`config.mk`:
```
export PLATFORM = sky130hd
export DESIGN_NAME = muller_c_handshake_driver_flat
export DESIGN_NICKNAME = d
export VERILOG_FILES = /design/src/rtl/muller_hs_pkg.sv /design/src/rtl/muller_c_handshake_driver_if.sv /design/src/rtl/muller_sync.sv /design/src/rtl/muller_c_handshake_driver.sv /design/src/flat_wrapper.sv
export SDC_FILE = /design/constraint.sdc
export NUM_CORES = 1
export LEC_CHECK = 0
export CAP_MARGIN = 20
export CORE_ASPECT_RATIO = 1.2
export CORE_UTILIZATION = 54
export DETAILED_ROUTE_END_ITERATION = 8
export GPL_ROUTABILITY_DRIVEN = 0
export GPL_TIMING_DRIVEN = 0
export PLACE_DENSITY_LB_ADDON = 0.05
export SETUP_SLACK_MARGIN = 0.15
export SYNTH_ARGS = -nofsm -noshare
export SYNTH_HDL_FRONTEND = slang
export SYNTH_HIERARCHICAL = 1
export SYNTH_SLANG_ARGS = --single-unit
```
`constraint.sdc`:
```
create_clock -name clk -period 3.02 [get_ports clk]
set_clock_uncertainty 0.2 [all_clocks]
set_input_delay 0.906 -clock clk [delete_from_list [all_inputs] [get_ports clk]]
set_output_delay 0.906 -clock clk [all_outputs]
set_load 0.03 [all_outputs]
```
`src/rtl/muller_hs_pkg.sv`:
```
// Shared definitions for the Muller C-element handshake driver:
// FSM state encoding and default parameter values.
package muller_hs_pkg;

  typedef enum logic [2:0] {
    S_IDLE   = 3'd0,
    S_R_LEAD = 3'd1,
    S_R_SKEW = 3'd2,
    S_W_HI   = 3'd3,
    S_F_LEAD = 3'd4,
    S_F_SKEW = 3'd5,
    S_W_LO   = 3'd6,
    S_ERR    = 3'd7
  } hs_state_e;

  localparam int DEF_SYNC_STAGES = 2;
  localparam int DEF_TMO_W       = 8;
  localparam int DEF_CNT_W       = 16;

endpackage

```
`src/rtl/muller_c_handshake_driver_if.sv`:
```
// Control, stimulus and status signals of the C-element handshake driver.
// master: the driver itself; slave: whoever controls and observes it.
interface muller_c_handshake_driver_if #(
  parameter int TMO_W = 8,
  parameter int CNT_W = 16
);
  logic             start;
  logic             stop;
  logic             clr;
  logic             lead_b;
  logic [3:0]       skew;
  logic [TMO_W-1:0] tmo_lim;
  logic             c_in;
  logic             a_out;
  logic             b_out;
  logic             busy;
  logic [CNT_W-1:0] done_cnt;
  logic             err_tmo;
  logic             err_glitch;

  modport master (
    input  start, stop, clr, lead_b, skew, tmo_lim, c_in,
    output a_out, b_out, busy, done_cnt, err_tmo, err_glitch
  );

  modport slave (
    output start, stop, clr, lead_b, skew, tmo_lim, c_in,
    input  a_out, b_out, busy, done_cnt, err_tmo, err_glitch
  );
endinterface

```
`src/rtl/muller_sync.sv`:
```
// Flop-chain synchronizer for the asynchronous C-element output.
module muller_sync #(
  parameter int STAGES = 2
) (
  input  logic clk,
  input  logic rst_n,
  input  logic d_i,
  output logic q_o
);
  logic [STAGES-1:0] ff_q;

  // Shift the async input through STAGES flops; cleared on reset.
  always_ff @(posedge clk or negedge rst_n) begin
    if (!rst_n) ff_q <= '0;
    else        ff_q <= {ff_q[STAGES-2:0], d_i};
  end

  assign q_o = ff_q[STAGES-1];
endmodule

```
`src/rtl/muller_c_handshake_driver.sv`:
```
// Four-phase stimulus driver for a Muller C-element: drives A/B through
// rise/fall handshakes with programmable skew, waits for the synchronized
// C output, counts completed handshakes and flags timeouts/glitches.
module muller_c_handshake_driver
  import muller_hs_pkg::*;
#(
  parameter int SYNC_STAGES = DEF_SYNC_STAGES,
  parameter int TMO_W       = DEF_TMO_W,
  parameter int CNT_W       = DEF_CNT_W
) (
  input  logic clk,
  input  logic rst_n,
  muller_c_handshake_driver_if.master bus
);
  hs_state_e        state_q, state_d;
  logic             a_q, a_d, b_q, b_d;
  logic [3:0]       skew_cnt_q, skew_cnt_d;
  logic [TMO_W-1:0] tmo_lim_q, tmo_lim_d;
  logic [TMO_W-1:0] tmo_q, tmo_d;
  logic [CNT_W-1:0] done_q, done_d;
  logic             err_tmo_q, err_tmo_d;
  logic             err_glitch_q, err_glitch_d;
  logic             c_s;
  logic             go_lead;
  logic             lead_lvl;

  // A zero limit disables the timeout; otherwise fire when the count would reach it.
  function automatic logic tmo_hit(input logic [TMO_W-1:0] cnt,
                                   input logic [TMO_W-1:0] lim);
    return (lim != '0) && ((cnt + TMO_W'(1)) == lim);
  endfunction

  muller_sync #(.STAGES(SYNC_STAGES)) u_sync (
    .clk   (clk),
    .rst_n (rst_n),
    .d_i   (bus.c_in),
    .q_o   (c_s)
  );

  // State and datapath registers; reset drops A/B immediately.
  always_ff @(posedge clk or negedge rst_n) begin
    if (!rst_n) begin
      state_q      <= S_IDLE;
      a_q          <= 1'b0;
      b_q          <= 1'b0;
      skew_cnt_q   <= '0;
      tmo_lim_q    <= '0;
      tmo_q        <= '0;
      done_q       <= '0;
      err_tmo_q    <= 1'b0;
      err_glitch_q <= 1'b0;
    end else begin
      state_q      <= state_d;
      a_q          <= a_d;
      b_q          <= b_d;
      skew_cnt_q   <= skew_cnt_d;
      tmo_lim_q    <= tmo_lim_d;
      tmo_q        <= tmo_d;
      done_q       <= done_d;
      err_tmo_q    <= err_tmo_d;
      err_glitch_q <= err_glitch_d;
    end
  end

  // Next-state logic. The lead edge is launched on the transition into
  // R_LEAD/F_LEAD so it appears one cycle after the request; skew, lead
  // selection and timeout limit are captured on that same edge.
  always_comb begin
    state_d      = state_q;
    a_d          = a_q;
    b_d          = b_q;
    skew_cnt_d   = skew_cnt_q;
    tmo_lim_d    = tmo_lim_q;
    tmo_d        = tmo_q;
    done_d       = done_q;
    err_tmo_d    = err_tmo_q;
    err_glitch_d = err_glitch_q;
    go_lead      = 1'b0;
    lead_lvl     = 1'b0;

    case (state_q)
      S_IDLE: begin
        if (bus.start && c_s) begin
          state_d      = S_ERR;
          err_glitch_d = 1'b1;
        end else if (bus.start && !bus.stop) begin
          go_lead  = 1'b1;
          lead_lvl = 1'b1;
        end
      end
      S_R_LEAD, S_R_SKEW: begin
        if (c_s) begin
          state_d      = S_ERR;
          err_glitch_d = 1'b1;
        end else if (skew_cnt_q <= 4'd1) begin
          a_d     = 1'b1;
          b_d     = 1'b1;
          tmo_d   = '0;
          state_d = S_W_HI;
        end else begin
          skew_cnt_d = skew_cnt_q - 4'd1;
          state_d    = S_R_SKEW;
        end
      end
      S_W_HI: begin
        if (c_s) begin
          go_lead  = 1'b1;
          lead_lvl = 1'b0;
        end else if (tmo_hit(tmo_q, tmo_lim_q)) begin
          state_d   = S_ERR;
          err_tmo_d = 1'b1;
        end else begin
          tmo_d = tmo_q + TMO_W'(1);
        end
      end
      S_F_LEAD, S_F_SKEW: begin
        if (!c_s) begin
          state_d      = S_ERR;
          err_glitch_d = 1'b1;
        end else if (skew_cnt_q <= 4'd1) begin
          a_d     = 1'b0;
          b_d     = 1'b0;
          tmo_d   = '0;
          state_d = S_W_LO;
        end else begin
          skew_cnt_d = skew_cnt_q - 4'd1;
          state_d    = S_F_SKEW;
        end
      end
      S_W_LO: begin
        if (!c_s) begin
          done_d = done_q + CNT_W'(1);
          if (bus.stop || !bus.start) begin
            state_d = S_IDLE;
          end else begin
            go_lead  = 1'b1;
            lead_lvl = 1'b1;
          end
        end else if (tmo_hit(tmo_q, tmo_lim_q)) begin
          state_d   = S_ERR;
          err_tmo_d = 1'b1;
        end else begin
          tmo_d = tmo_q + TMO_W'(1);
        end
      end
      S_ERR: begin
        state_d = S_ERR;
      end
      default: begin
        state_d = S_IDLE;
      end
    endcase

    if (go_lead) begin
      state_d    = lead_lvl ? S_R_LEAD : S_F_LEAD;
      skew_cnt_d = bus.skew;
      tmo_lim_d  = bus.tmo_lim;
      if (bus.lead_b) b_d = lead_lvl;
      else            a_d = lead_lvl;
      if (bus.skew == 4'd0) begin
        a_d = lead_lvl;
        b_d = lead_lvl;
      end
    end

    if (state_d == S_ERR) begin
      a_d = 1'b0;
      b_d = 1'b0;
    end

    // Clear wins over any error raised in the same cycle.
    if (bus.clr) begin
      err_tmo_d    = 1'b0;
      err_glitch_d = 1'b0;
      done_d       = '0;
      if (state_d == S_ERR) begin
        state_d = S_IDLE;
        a_d     = 1'b0;
        b_d     = 1'b0;
      end
    end
  end

  assign bus.a_out      = a_q;
  assign bus.b_out      = b_q;
  assign bus.busy       = (state_q != S_IDLE) && (state_q != S_ERR);
  assign bus.done_cnt   = done_q;
  assign bus.err_tmo    = err_tmo_q;
  assign bus.err_glitch = err_glitch_q;
endmodule

```
`src/flat_wrapper.sv`:
```
// flat-port wrapper written by rule: the top's interface ports become plain ports
module muller_c_handshake_driver_flat import muller_hs_pkg::*;
#(
  parameter int SYNC_STAGES = DEF_SYNC_STAGES,
  parameter int TMO_W       = DEF_TMO_W,
  parameter int CNT_W       = DEF_CNT_W
)
  (clk, rst_n, bus_start, bus_stop, bus_clr, bus_lead_b, bus_skew, bus_tmo_lim, bus_c_in, bus_a_out, bus_b_out, bus_busy, bus_done_cnt, bus_err_tmo, bus_err_glitch);
  muller_c_handshake_driver_if #(.TMO_W(TMO_W), .CNT_W(CNT_W)) bus_i ();
  input  logic clk;
  input  logic rst_n;
  input wire logic [$bits(bus_i.start)-1:0] bus_start;
  input wire logic [$bits(bus_i.stop)-1:0] bus_stop;
  input wire logic [$bits(bus_i.clr)-1:0] bus_clr;
  input wire logic [$bits(bus_i.lead_b)-1:0] bus_lead_b;
  input wire logic [$bits(bus_i.skew)-1:0] bus_skew;
  input wire logic [$bits(bus_i.tmo_lim)-1:0] bus_tmo_lim;
  input wire logic [$bits(bus_i.c_in)-1:0] bus_c_in;
  output wire logic [$bits(bus_i.a_out)-1:0] bus_a_out;
  output wire logic [$bits(bus_i.b_out)-1:0] bus_b_out;
  output wire logic [$bits(bus_i.busy)-1:0] bus_busy;
  output wire logic [$bits(bus_i.done_cnt)-1:0] bus_done_cnt;
  output wire logic [$bits(bus_i.err_tmo)-1:0] bus_err_tmo;
  output wire logic [$bits(bus_i.err_glitch)-1:0] bus_err_glitch;
  assign bus_i.start = bus_start;
  assign bus_i.stop = bus_stop;
  assign bus_i.clr = bus_clr;
  assign bus_i.lead_b = bus_lead_b;
  assign bus_i.skew = bus_skew;
  assign bus_i.tmo_lim = bus_tmo_lim;
  assign bus_i.c_in = bus_c_in;
  assign bus_a_out = bus_i.a_out;
  assign bus_b_out = bus_i.b_out;
  assign bus_busy = bus_i.busy;
  assign bus_done_cnt = bus_i.done_cnt;
  assign bus_err_tmo = bus_i.err_tmo;
  assign bus_err_glitch = bus_i.err_glitch;
  muller_c_handshake_driver #(.SYNC_STAGES(SYNC_STAGES), .TMO_W(TMO_W), .CNT_W(CNT_W)) u_core (.clk(clk), .rst_n(rst_n), .bus(bus_i));
endmodule
```
==> results_dict.tcl, run 1 <==
set metrics [dict create \
    critical_path_arrival_ns 2.70 \
    syn_area_um2 2660 \
    tightest_slew_ns 0.589 \
    clock_sink_count 45 \
    ctsHoldBuffers 0 \
    slowest_delay_ns 0.54 \
    switching_share_pct 41.0 \
    clock_latency_ns 0.30 \
    clk_path_buf_depth 2 \
    holdWs_ns 0.177 \
    dieArea_um2 5200 \
    drc 0 \
    slew_headroom_pct 60.5 \
    critPathMaxFanout 10 \
    clkTransAtPathRegs_ns 0.08 \
    min_period_over_period_pct 90.0 \
    max-cap-violations 0 \
    r2r_start "u_core/tmo_q[0]" \
    rsz0062_at_grt "no" \
    status "finished clean" \
    synth.largest_area_cell "dfrtp_1" \
    synth_area_leaders "dfrtp_1 (42%), xor2_1 (4.3%), o21ai_0 (4.0%), nor2_1 (3.5%), mux2_2 (3.4%)" \
    clockPowerShare_pct 15.1 \
    pwr-share-seq_pct 36.2 \
    grt-ovfl-total 0 \
    synthArstFlopShare_pct 100 \
    max_freq_ghz 0.368 \
    hp-class "flop to flop" \
    setup_violations 0 \
    die_x_um 66.0 \
    final_common_cell "dfrtp_1" \
    yosysWarningCount 6 \
    firstDrtPassIters 4 \
    fin_nets 352 \
    io_pins 40 \
    yosys.cell_types.count 61 \
    synth-seq-cells 45 \
    final_cell_mix "dfrtp_1 (45), clkdlybuf4s50_1 (37), nor2_1 (25)" \
    p_leak_uw 0.00131 \
    ir_worst_vdd_uv 468 \
    core_area_um2 4660 \
    power.density_nw_per_um2 776 \
    cts-root-buf "clkbuf_8" \
    vias 2300 \
    power.switching_uw 1030 \
    drive_above_1_share_pct 13.4 \
    crit_type "primary input to flop" \
    wl_per_cell_um 15.4 \
    antenna_found_initial 0 \
    start_util_pct 57.0 \
    syn_inst 282 \
    grt_pass1_vias 2224 \
    rows 27 \
    io_buffers 39 \
    grt_max_degree 27 \
    n_antenna_cell 0 \
    finalHoldViolCount 0 \
    cp-start-kind "primary input" \
    wirelength_um 5940 \
    p_int_uw 1490 \
    tritoncts "done" \
    syn2layout_area_growth_pct 22.1 \
    period_needed_ns 2.72 \
    grt_pass1_wl_um 9970 \
    die-height_um 78.8 \
    antenna_left 0 \
    seq_area_frac_synth_pct 42.4 \
    avgSynthCellArea_um2 9.42 \
    yosys.area.top_type_share_pct 42.4 \
    worst_ep_required_time_ns 3.00 \
    startpoint "bus_start" \
    end_kind "flop" \
    hpwlAfterDp_um 4310 \
    hp-start "u_core/u_sync/ff_q[0]" \
    grt_use_total_pct 24.8 \
    slowest_stage "clkdlybuf4s50_1" \
    cts_max_level 2 \
    synth_fp_nets 305 \
    synthFlopType "dfrtp_1" \
    pwr-share-comb_pct 48.7 \
    cts_inserted_buffers 5 \
    viasPerCell 5.94 \
    final_max_slew_viol_count 0 \
    drt_iter0_markers 199 \
    crit_path_cell_trace "clkdlybuf4s50_1, nor4b_4, and2_4, a31o_2, clkbuf_4, mux2_2" \
    synth_edf_count 0 \
    fin_util_pct 69.5 \
]
## per-layer routing
| layer | GRT usage, % | vias up | share of wire [%] |
|---|---|---|---|
| met1 | 28.7 | 1130 | 44 |
| met3 | 5.89 | 7 | 4.8 |
| met5 | 0 | - | 0 |
| met4 | 7.45 | 0 | 1.1 |
| met2 | 44.5 | 56 | 50 |
| li1 | - | 1107 | - |
## flip-flops by register name, indices dropped and copies added (netlist names)
register	count
u_core/state_q	3
u_core/bus.err_tmo	1
u_core/u_sync/ff_q	2
u_core/bus.err_glitch	1
u_core/bus.a_out	1
u_core/bus.done_cnt	16
u_core/skew_cnt_q	4
u_core/bus.b_out	1
u_core/tmo_q	8
u_core/tmo_lim_q	8
## cell families (layout without fill, tap and decap cells)
group,Yosys count,count (layout),share of synthesized area [%]
DFF,45,45,42.4
and+or+nand+nor,112,112,23.4
xor gates and xnor gates,21,21,6.93
AOI/OAI and AO/OA,70,70,17.6
buffers and inverters,19,66,3.20
adders and majority gates,4,4,1.89
muxes,11,11,4.52
## critical path, delay by kind of cell
kind | cells | cell delay, ns
simple gates | 2 | 0.47
buf+inv | 2 | 0.78
mux | 1 | 0.35
compound gates | 1 | 0.19
## worst paths after layout
path	cells after the start	slack, ns	to
max	6	0.30	u_core/tmo_lim_q[3]
min	0	0.18	u_core/u_sync/ff_q[1]
max reg2reg	8	0.40	u_core/state_q[0]
min reg2reg	0	0.18	u_core/u_sync/ff_q[1]
max in group asynchronous	2	1.76	u_core/bus.err_glitch
min in group asynchronous	1	0.36	u_core/skew_cnt_q[1]
## power groups by stage
stage	registers [µW]	logic, µW	clock network, µW
finish	911	1220	380
detailed placement	916	1200	0
CTS	904	1200	391
global placement	909	1180	0
global route	931	1350	411
floorplan	894	913	0
## per-stage QoR
stage | total power, µW | worst slack [ns] | TNS (ns) | std cells | area, µm²
after floorplan | 1810 | 0.605 | 0 | 282 | 2660
after global placement | 2090 | -0.410 | -19.83 | 379 | 3120
after detailed placement | 2120 | -0.185 | -1.36 | 380 | 3130
after CTS | 2500 | 0.228 | 0 | 387 | 3220
after global routing | 2690 | 0.161 | 0 | 387 | 3240
final | 2520 | 0.301 | 0 | 387 | 3240
## cell type report
type                       count  area [µm²]
sequential                    45        1130
timing repair buffer          40         400
inverter                       8        30.0
multi-input combinational    218        1470
tap                           58        72.6
clock buffer                   7        86.3
buffer                        11        57.6
fill                         395        1420
## Yosys cell counts, drive strengths merged, types with 4 or more instances
cell type	instances
nor2	26
ha	4
nand2	19
clkbuf	4
xor2	13
and3	4
a21boi	4
nor4	7
o21ai	26
nor2b	4
mux2	8
nor3b	4
nand4	5
a21oi	15
nand2b	4
dfrtp	45
inv	8
nor3	8
and2	7
buf	7
a22o	4
nand3	11
xnor2	8
## what timing repair did
action / CTS / global route
resized for setup: 2 / 6
pin swaps: 0 / 0
setup buffers: 0 / 0
endpoints found under the setup margin: 8 / 9
Note: power is estimated with default switching activity, not from simulation.
==> inputs of run 2 (changes only) <==
- ABC_AREA: unset -> 1
- CELL_PAD_IN_SITES_DETAIL_PLACEMENT: unset -> 0
- CELL_PAD_IN_SITES_GLOBAL_PLACEMENT: unset -> 2
- CORE_UTILIZATION: 54 -> 31
- SLEW_MARGIN: unset -> 20
==> run 2 against run 1 <==
  * Die area is 73% higher
  * Final area up 2.0%
  * Sequential power shrank 0.8%
  * Combinational power is 6% higher
  * First-iteration DRC count fell by 49%
  * Critical path depth down 2
  * Synthesized cell count up 27%
==> results_dict.tcl, run 2 <==
set metrics [dict create \
    synthFlopType "dfrtp_1" \
    grt_pass1_vias 2422 \
    crit_type "flop to primary output" \
    max_freq_ghz 0.384 \
    start_util_pct 32.4 \
    grt_pass1_wl_um 11700 \
    antenna_left 0 \
    grt_max_degree 46 \
    synth_fp_nets 380 \
    hpwlAfterDp_um 5170 \
    startpoint "u_core/state_q[1]" \
    clock_latency_ns 0.30 \
    yosys.area.top_type_share_pct 42.1 \
    slew_headroom_pct 57.6 \
    die_x_um 86.8 \
    synth_edf_count 0 \
    cts-root-buf "clkbuf_8" \
    min_period_over_period_pct 86.2 \
    drive_above_1_share_pct 10.7 \
    final_common_cell "nand2_1" \
    grt-ovfl-total 0 \
    cp-start-kind "flop" \
    clock_sink_count 45 \
    max-cap-violations 0 \
    hp-class "flop to flop" \
    clk_path_buf_depth 2 \
    die-height_um 104 \
    holdWs_ns 0.156 \
    syn2layout_area_growth_pct 23.7 \
    cts_max_level 2 \
    dieArea_um2 9000 \
    power.density_nw_per_um2 801 \
    multi_input_area_um2 1300 \
    io_pins 40 \
    wl_per_cell_um 13.4 \
    register_area_um2 1130 \
    critical_path_arrival_ns 1.50 \
    fin_nets 426 \
    postCtsSetupRepairBufs 0 \
    ir_worst_vdd_uv 281 \
    syn_area_um2 2670 \
    r2r_start "u_core/skew_cnt_q[0]" \
    hp-start "u_core/u_sync/ff_q[0]" \
    drt_iter0_markers 101 \
    yosys.cell_types.count 42 \
    syn_inst 357 \
    nFillCells 887 \
    setup_violations 0 \
    critPathMaxFanout 4 \
    clkTransAtPathRegs_ns 0.09 \
    avgSynthCellArea_um2 7.49 \
    period_needed_ns 2.60 \
    grt_use_total_pct 16.5 \
    yosysWarningCount 6 \
    final.setup.worst_slack_ns 0.417 \
    reg2reg_slack_ns 0.70 \
    tightest_slew_ns 0.631 \
    core_area_um2 8240 \
    yosysMostFrequentCell "nand2_1" \
    dp_slack_ns 0.163 \
    status "finished clean" \
    tritoncts "done" \
    finalHoldViolCount 0 \
    placed_cell_area_um2 3200 \
    final_cell_mix "nand2_1 (86), inv_1 (47), dfrtp_1 (45)" \
    final_max_slew_viol_count 0 \
    p_leak_uw 0.00150 \
    synthTopCellsByCount "nand2_1 (86), inv_1 (47), dfrtp_1 (45)" \
    drc 0 \
    synth.largest_area_cell "dfrtp_1" \
    largest_reg_flops 16 \
    synthArstFlopShare_pct 100 \
    rsz0062_at_grt "no" \
    firstDrtPassIters 4 \
    antenna_found_initial 0 \
    end_kind "primary output" \
    worst_ep_required_time_ns 1.91 \
    rows 36 \
    stdcell_area_um2 3310 \
    seq_area_frac_synth_pct 42.1 \
    wirelength_um 6940 \
    io_buffers 39 \
    vias 2452 \
    n_antenna_cell 0 \
    cts_inserted_buffers 5 \
    synth_area_leaders "dfrtp_1 (42%), nand2_1 (12%), inv_1 (6.6%), nand3_1 (5.2%), nor2_1 (4.6%)" \
    synth-seq-cells 45 \
    viasPerCell 4.74 \
]
run 2: cell count changes in the layout (fill, tap and decap cells not counted), moves of 9 or more:
cell     delta
nand2_1    +68
inv_2       +9
nand3_1    +18
inv_1      +39
nand2_2     +9
xor2_1     -10
run 2: path summary, 6_finish.rpt:
path,end,cells past startpoint
min reg2reg,u_core/u_sync/ff_q[1],0
max reg2reg,u_core/bus.b_out,10
max,bus_busy,4
max in group asynchronous,u_core/bus.a_out,1
min in group asynchronous,u_core/tmo_lim_q[4],1
min,u_core/u_sync/ff_q[1],0
run 2: worst max-delay path, cell delays in order, from the launching register on:
cell and delay (ns):
dfrtp_1 0.46, nand2_1 0.17, nand2_1 0.08, nand2_1 0.07
dlygate4sd2_1 0.41
run 2: per-stage QoR:
step	utilization [%]	total power, µW	setup TNS, ns	std cells
global placement	38.9	2230	-30.17	510
global route	40.1	2910	0	517
floorplan	-	1860	0	357
CTS	40.1	2700	0	517
detailed placement	38.9	2230	0	510
finish	40.1	2650	0	517
run 2: timing repair:
item,CTS,global route
gates resized for setup,1,0
setup endpoints to repair,1,0
hold buffers,0,0
run 2: power breakdown:
part | switching (µW) | total (µW) | internal (µW)
combinational | 825 | 1290 | 466
sequential | 155 | 904 | 749
clock | 213 | 454 | 241
total | 1190 | 2650 | 1460
run 2: kinds of logic (layout without fill, tap and decap cells):
| logic type | Yosys count | count (layout) | synth area share [%] |
|---|---|---|---|
| AOI/OAI and AO/OA | 55 | 55 | 12.2 |
| xor gates and xnor gates | 6 | 6 | 2.48 |
| adders and majority gates | 4 | 4 | 1.87 |
| buffers and inverters | 61 | 107 | 9.12 |
| DFF | 45 | 45 | 42.1 |
| muxes | 1 | 1 | 0.374 |
| and+or+nand+nor | 185 | 185 | 31.9 |
run 2: routing by layer:
metal | vias to the layer above | global-route usage, % | share of wire [%]
met1 | 1141 | 20.7 | 46
li1 | 1261 | - | -
met4 | 0 | 4.52 | 1.3
met2 | 42 | 28.4 | 49
met5 | - | 0 | 0
met3 | 8 | 3.11 | 4.0
run 2: area by class of cell:
class,count,share of cell area [%]
Buffer,4,0.832
Inverter,57,6.55
Sequential cell,45,34.1
Clock inverter,2,1.06
Clock buffer,5,2.08
Timing Repair Buffer,39,11.7
Multi-Input combinational cell,251,39.4
Tap cell,114,4.31
